==> src/rtl/pipeline_hazard_ctrl_if.sv <==
// Hazard-control bundle between the pipeline datapath (master) and the hazard controller (slave).
// Carries the ID/EX/MEM/WB hazard sources and the stall/flush/enable controls back to the pipeline.
interface pipeline_hazard_ctrl_if;
   logic [4:0]  id_rs;
   logic [4:0]  id_rt;
   logic        id_uses_rt;
   logic        ex_mem_read;
   logic [4:0]  ex_dst;
   logic        ex_branch_taken;
   logic        mem_req;
   logic        cache_ready;
   logic        halt_in;
   logic        pipe_stall;
   logic        pc_write_en;
   logic        if_id_write_en;
   logic        id_ex_bubble;
   logic        flush_if_id;
   logic        halted;
   logic        mem_timeout;
   logic [15:0] stall_cycles;

   modport master (
      output id_rs, id_rt, id_uses_rt, ex_mem_read, ex_dst, ex_branch_taken,
             mem_req, cache_ready, halt_in,
      input  pipe_stall, pc_write_en, if_id_write_en, id_ex_bubble, flush_if_id,
             halted, mem_timeout, stall_cycles
   );

   modport slave (
      input  id_rs, id_rt, id_uses_rt, ex_mem_read, ex_dst, ex_branch_taken,
             mem_req, cache_ready, halt_in,
      output pipe_stall, pc_write_en, if_id_write_en, id_ex_bubble, flush_if_id,
             halted, mem_timeout, stall_cycles
   );
endinterface

==> src/rtl/pipeline_hazard_ctrl.sv <==
// Pipeline hazard controller: cache-miss stall, branch flush, load-use bubble and halt,
// with a sticky cache-wait timeout flag and a saturating lost-cycle counter.
module pipeline_hazard_ctrl (
   input  logic                    clk,
   input  logic                    reset,
   pipeline_hazard_ctrl_if.slave   hz
);
   localparam int unsigned WAIT_W  = 8;
   localparam int unsigned STALL_W = 16;
   localparam logic [WAIT_W-1:0]  WAIT_MAX  = '1;
   localparam logic [STALL_W-1:0] STALL_MAX = '1;

   typedef enum logic [1:0] {RUN, MEM_WAIT, HALTED} state_e;

   state_e               state_q, state_d;
   logic [WAIT_W-1:0]    wait_cnt_q, wait_cnt_d;
   logic                 halted_q, halted_d;
   logic                 mem_timeout_q, mem_timeout_d;
   logic [STALL_W-1:0]   stall_cycles_q, stall_cycles_d;

   logic mem_miss_c, load_use_c;
   logic pipe_stall_c, pc_write_en_c, if_id_write_en_c, id_ex_bubble_c, flush_if_id_c;

   // Hazard detection and prioritised pipeline controls.
   always_comb begin
      mem_miss_c       = hz.mem_req & ~hz.cache_ready;
      load_use_c       = hz.ex_mem_read & (hz.ex_dst != 5'd0) &
                         ((hz.ex_dst == hz.id_rs) | (hz.id_uses_rt & (hz.ex_dst == hz.id_rt)));
      pipe_stall_c     = (state_q == HALTED) | mem_miss_c;
      pc_write_en_c    = 1'b1;
      if_id_write_en_c = 1'b1;
      id_ex_bubble_c   = 1'b0;
      flush_if_id_c    = 1'b0;
      if (pipe_stall_c) begin
         pc_write_en_c    = 1'b0;
         if_id_write_en_c = 1'b0;
      end else if (hz.ex_branch_taken) begin
         id_ex_bubble_c = 1'b1;
         flush_if_id_c  = 1'b1;
      end else if (load_use_c) begin
         pc_write_en_c    = 1'b0;
         if_id_write_en_c = 1'b0;
         id_ex_bubble_c   = 1'b1;
      end
   end

   // Next state, wait counter, timeout and lost-cycle accounting.
   always_comb begin
      state_d        = state_q;
      wait_cnt_d     = wait_cnt_q;
      halted_d       = halted_q;
      mem_timeout_d  = mem_timeout_q;
      stall_cycles_d = stall_cycles_q;

      if ((state_q != HALTED) && (pipe_stall_c || id_ex_bubble_c) && (stall_cycles_q != STALL_MAX))
         stall_cycles_d = STALL_W'(stall_cycles_q + 1'b1);

      case (state_q)
         RUN: begin
            if (mem_miss_c) begin
               state_d    = MEM_WAIT;
               wait_cnt_d = '0;
            end else if (hz.halt_in) begin
               state_d  = HALTED;
               halted_d = 1'b1;
            end
         end
         MEM_WAIT: begin
            if (mem_miss_c) begin
               if (wait_cnt_q != WAIT_MAX) wait_cnt_d = WAIT_W'(wait_cnt_q + 1'b1);
               if (wait_cnt_d == WAIT_MAX) mem_timeout_d = 1'b1;
            end else if (hz.halt_in) begin
               state_d  = HALTED;
               halted_d = 1'b1;
            end else begin
               state_d = RUN;
            end
         end
         HALTED:  state_d = HALTED;
         default: state_d = RUN;
      endcase
   end

   always_ff @(posedge clk or posedge reset) begin
      if (reset) begin
         state_q        <= RUN;
         wait_cnt_q     <= '0;
         halted_q       <= 1'b0;
         mem_timeout_q  <= 1'b0;
         stall_cycles_q <= '0;
      end else begin
         state_q        <= state_d;
         wait_cnt_q     <= wait_cnt_d;
         halted_q       <= halted_d;
         mem_timeout_q  <= mem_timeout_d;
         stall_cycles_q <= stall_cycles_d;
      end
   end

   assign hz.pipe_stall     = pipe_stall_c;
   assign hz.pc_write_en    = pc_write_en_c;
   assign hz.if_id_write_en = if_id_write_en_c;
   assign hz.id_ex_bubble   = id_ex_bubble_c;
   assign hz.flush_if_id    = flush_if_id_c;
   assign hz.halted         = halted_q;
   assign hz.mem_timeout    = mem_timeout_q;
   assign hz.stall_cycles   = stall_cycles_q;
endmodule

==> src/flat_wrapper.sv <==
// flat-port wrapper written by rule: the top's interface ports become plain ports
module pipeline_hazard_ctrl_flat 
  (clk, reset, hz_id_rs, hz_id_rt, hz_id_uses_rt, hz_ex_mem_read, hz_ex_dst, hz_ex_branch_taken, hz_mem_req, hz_cache_ready, hz_halt_in, hz_pipe_stall, hz_pc_write_en, hz_if_id_write_en, hz_id_ex_bubble, hz_flush_if_id, hz_halted, hz_mem_timeout, hz_stall_cycles);
  pipeline_hazard_ctrl_if hz_i ();
  input  logic clk;
  input  logic reset;
  input wire logic [$bits(hz_i.id_rs)-1:0] hz_id_rs;
  input wire logic [$bits(hz_i.id_rt)-1:0] hz_id_rt;
  input wire logic [$bits(hz_i.id_uses_rt)-1:0] hz_id_uses_rt;
  input wire logic [$bits(hz_i.ex_mem_read)-1:0] hz_ex_mem_read;
  input wire logic [$bits(hz_i.ex_dst)-1:0] hz_ex_dst;
  input wire logic [$bits(hz_i.ex_branch_taken)-1:0] hz_ex_branch_taken;
  input wire logic [$bits(hz_i.mem_req)-1:0] hz_mem_req;
  input wire logic [$bits(hz_i.cache_ready)-1:0] hz_cache_ready;
  input wire logic [$bits(hz_i.halt_in)-1:0] hz_halt_in;
  output wire logic [$bits(hz_i.pipe_stall)-1:0] hz_pipe_stall;
  output wire logic [$bits(hz_i.pc_write_en)-1:0] hz_pc_write_en;
  output wire logic [$bits(hz_i.if_id_write_en)-1:0] hz_if_id_write_en;
  output wire logic [$bits(hz_i.id_ex_bubble)-1:0] hz_id_ex_bubble;
  output wire logic [$bits(hz_i.flush_if_id)-1:0] hz_flush_if_id;
  output wire logic [$bits(hz_i.halted)-1:0] hz_halted;
  output wire logic [$bits(hz_i.mem_timeout)-1:0] hz_mem_timeout;
  output wire logic [$bits(hz_i.stall_cycles)-1:0] hz_stall_cycles;
  assign hz_i.id_rs = hz_id_rs;
  assign hz_i.id_rt = hz_id_rt;
  assign hz_i.id_uses_rt = hz_id_uses_rt;
  assign hz_i.ex_mem_read = hz_ex_mem_read;
  assign hz_i.ex_dst = hz_ex_dst;
  assign hz_i.ex_branch_taken = hz_ex_branch_taken;
  assign hz_i.mem_req = hz_mem_req;
  assign hz_i.cache_ready = hz_cache_ready;
  assign hz_i.halt_in = hz_halt_in;
  assign hz_pipe_stall = hz_i.pipe_stall;
  assign hz_pc_write_en = hz_i.pc_write_en;
  assign hz_if_id_write_en = hz_i.if_id_write_en;
  assign hz_id_ex_bubble = hz_i.id_ex_bubble;
  assign hz_flush_if_id = hz_i.flush_if_id;
  assign hz_halted = hz_i.halted;
  assign hz_mem_timeout = hz_i.mem_timeout;
  assign hz_stall_cycles = hz_i.stall_cycles;
  pipeline_hazard_ctrl u_core (.clk(clk), .reset(reset), .hz(hz_i));
endmodule
==> config.mk <==
export PLATFORM = sky130hd
export DESIGN_NAME = pipeline_hazard_ctrl_flat
export DESIGN_NICKNAME = d
export VERILOG_FILES = /design/src/rtl/pipeline_hazard_ctrl_if.sv /design/src/rtl/pipeline_hazard_ctrl.sv /design/src/flat_wrapper.sv
export SDC_FILE = /design/constraint.sdc
export NUM_CORES = 1
export LEC_CHECK = 0
export CAP_MARGIN = 20
export CELL_PAD_IN_SITES_DETAIL_PLACEMENT = 2
export CELL_PAD_IN_SITES_GLOBAL_PLACEMENT = 2
export CORE_MARGIN = 2
export CORE_UTILIZATION = 30
export CTS_CLUSTER_SIZE = 14
export DETAILED_ROUTE_END_ITERATION = 16
export PLACE_DENSITY_LB_ADDON = 0.1
export SYNTH_ARGS = -nofsm -noshare
export SYNTH_HDL_FRONTEND = slang
export SYNTH_SLANG_ARGS = --single-unit
export TNS_END_PERCENT = 1
==> constraint.sdc <==
create_clock -name clk -period 4.1 [get_ports clk]
set_input_delay 0.82 -clock clk [delete_from_list [all_inputs] [get_ports clk]]
set_output_delay 0.82 -clock clk [all_outputs]
set_load 0.01 [all_outputs]
==> impl_metrics.csv <==
group,metric,value,unit
status,outcome,"completed",
die,start_util,30.7,%
clock_tree,clk_latency,280,ps
critical_path,reg2reg_from,"u_core.wait_cnt_q[0]",
routing,m1WireLength,2090,um
critical_path,crit_path_cell_trace,"clkdlybuf4s50_1 -> or4_1 -> o21ai_2 -> nor2_1 -> a21oi_1 -> clkdlybuf4s50_1",
synthesis,yosys.area_share.simple,25.7,%
pwr,p_sw,304,uW
timing,tightest_slew,644,ps
job,max_cap_violations,0,
timing,relSlewSlack,56.9,%
clock_tree,numCtsBuffers,3,
cells_and_area,drive_above_1_share,13.1,%
synthesis,netlist_instances,161,
grt,grt_pass1_vias,1571,
worst_hold_path,hold_path_class,"flop to flop",
die,chipHeight,78.8,um
routing,route.detailed.drc,0,
worst_hold_path,hp-start,"u_core.hz.halted",
die,coreArea,5470,um2
cells_and_area,n_antenna_cell,0,
synthesis,synth_seq_cells,28,
synthesis,synth_xor_area_share,13.9,%
critical_path,crit_fanout,3,
clock_tree,ctsResizeCount,0,
synthesis,synth_flop_cell,"dfrtp_1",
routing,met2_length,2340,um
timing,fin_worst_skew,10.1,ps
routing,vias,1401,
routing,routed_via_density,5.04,
grt,grt.total_usage,15.9,%
synthesis,syn-num-nets,186,
routing,antenna_left,0,
critical_path,path_buf_inv,2,
die,rows,27,
timing,timing.final.crit_share,92.3,%
cells_and_area,fin_cells,278,
synthesis,ys_warn_count,0,
routing,topRoutingLayerUsed,"met4",
synthesis,muxShareOfSynthArea,0.894,%
grt,grt_max_degree,22,
clock_tree,clock-root-buffer,"clkbuf_8",
synthesis,synth_cell_types,49,
pwr,p_leak,0.000896,uW
critical_path,crit_family,"buffers and inverters",
placement,gp_congestion,0.802,
critical_path,crit_type,"input port to output pin",
routing,drt-total-wl,4610,um
cells_and_area,nets,232,
timing,finalHoldViolCount,0,
grt,grt-ovfl-total,0,
clock_tree,cts_hold_buf,0,
critical_path,crit_path_end_kind,"output pin",
routing,wl_met3,164,um
clock_tree,htree_num_levels,1,
routing,drt-pass1-iter-count,3,
critical_path,cpMaxStageDelayCell,"or4_1",
synthesis,synth.top_cell.area_share,41.7,%
timing,rsz0062_at_grt,"no",
clock_tree,clockBufferDepth,2,
pwr,peakVddDrop,0.000173,V
die,io_pins,46,
clock_tree,cts_tree,"done",
pwr,seqPwrFrac,41.4,%
timing,tns,0,ps
placement,numPortBuffers,45,
timing,setup_violations,0,
timing,drv_slew,0,
placement,placedCellCount,274,
synthesis,synth_area,1680,um2
grt,grt_pass1_wl,7940,um
critical_path,worstSetupStartpointType,"input port",
clock_tree,clkTransAtPathRegs,100,ps
critical_path,crit_path_start,"hz_ex_dst[0]",
clock_tree,clkSinkCount,28,
synthesis,async_flop_share,100,%
critical_path,max_stage_delay,580,ps
synthesis,synth.area.top_cells,"dfrtp_1 42%, xnor2_1 7.3%, xor2_1 4.7%",
pwr,p_per_area,389,nW/um2
die,die_area,6220,um2
pwr,switching_share,34.5,%
placement,hpwl,3540,um
synthesis,syn-mean-instance-area,10.4,um2
synthesis,synth_compound_gate_area_share,12.7,%
critical_path,crit_arrival,2970,ps
pwr,clockPowerShare,20.3,%
pwr,p_int,577,uW
synthesis,synth_top_family_by_area,"simple AND/OR/NAND/NOR gates",
synthesis,synth_fa_ha_area_share,1.49,%
pwr,pwr-share-comb,38.3,%
synthesis,synth_edf_count,0,
critical_path,critPathRequiredTime,3280,ps
grt,antenna_found_initial,0,
routing,wire_per_inst,16.6,um
cells_and_area,final_core_util,41.3,%
die,die_x,78.8,um
timing,fmax,0.264,GHz
synthesis,synth_area_leader_cell,"dfrtp_1",
routing,drt_iter0_drc,84,
timing,min_period,3790,ps
cells_and_area,areaGrowthSynthToFinish,34.6,%
synthesis,synth.yosys.seq_area_share,41.7,%
critical_path,cp_common_cell,"clkdlybuf4s50_1",
clock_tree,cts_setup_buffers,0,
==> placed cells by master, fill, tap and decap left out, drive strengths merged, types with 3 or more instances in the layout <==
cell type,synthesis,final
xnor2,16,16
and2,3,3
nor3,3,3
o21ai,9,9
and3,5,5
a22o,4,4
clkbuf,1,4
a21oi,5,5
nand2b,4,4
inv,5,5
xor2,9,9
nand3,8,8
nor2,9,9
clkdlybuf4s50,0,45
nand2,13,13
a31oi,3,3
nand4,9,9
dfrtp,28,28
==> flip-flops by register name (all words and copies together), names as in the netlist <==
| register | flops |
|---|---|
| u_core.hz.stall_cycles | 16 |
| u_core.wait_cnt_q | 8 |
| u_core.state_q | 2 |
| u_core.hz.halted | 1 |
| u_core.hz.mem_timeout | 1 |
==> synth_stat cells, types with 2 or more instances <==
cell type	instances
dfrtp_1	28
nand4_1	7
a31oi_1	3
nand4_4	2
a22o_1	4
nand3_1	2
nand2_2	2
xnor2_2	2
nand2b_1	4
and3_1	4
xnor2_1	14
nand2_1	11
inv_1	4
xor2_1	9
nand3_2	6
a21oi_1	5
o21ai_0	7
buf_2	2
nor3_1	2
nand3b_1	2
nor2_1	9
ha_1	2
or4_1	2
o31ai_1	2
and2_1	2
==> per-layer routing <==
| metal | GRT usage (%) | up-vias |
|---|---|---|
| li1 | - | 664 |
| met1 | 21.3 | 709 |
| met2 | 27.2 | 26 |
| met3 | 3.07 | 2 |
| met4 | 2.59 | 0 |
| met5 | 0 | - |
==> final timing paths <==
check / end / slack (ps) / cells past startpoint
max reg2reg: u_core.wait_cnt_q[5] / 2110 / 7
min: u_core.hz.halted / 490 / 1
max in group asynchronous: u_core.state_q[1] / 2820 / 3
min in group asynchronous: u_core.wait_cnt_q[6] / 840 / 2
max: hz_pc_write_en / 310 / 6
min reg2reg: u_core.hz.halted / 490 / 1
==> power by group through the flow <==
stage / Combinational [uW] / Clock [uW] / Sequential, uW
floorplan: 180 / 0 / 371
global placement: 323 / 0 / 366
detailed placement: 342 / 0 / 371
CTS: 345 / 185 / 365
global route: 369 / 197 / 373
finish: 337 / 179 / 365
==> cells by family (layout without fill, tap and decap cells) <==
family	Yosys count	in the layout
adder cells (fa/ha/maj)	2	2
buffers and inverters	10	55
multiplexers	1	1
XOR/XNOR	25	25
AND/OR/NAND/NOR	65	65
flip-flops	28	28
AO/OA/AOI/OAI	30	30
==> through the flow <==
stage	setup WS, ps	total power (uW)	instance area, um2	hold slack [ps]
floorplan	1200	551	1680	491
global placement	399	689	2180	453
detailed placement	305	713	2210	466
CTS	291	896	2260	496
global route	194	939	2260	526
finish	315	881	2260	490
==> final cells by class <==
class	instances	area, um2
Sequential cell	28	701
Tap cell	72	90.1
Inverter	5	18.8
Fill cell	580	3210
Multi-Input combinational cell	123	920
Clock buffer	4	55.1
Timing Repair Buffer	46	478
Power figures use the tool's default switching activity.
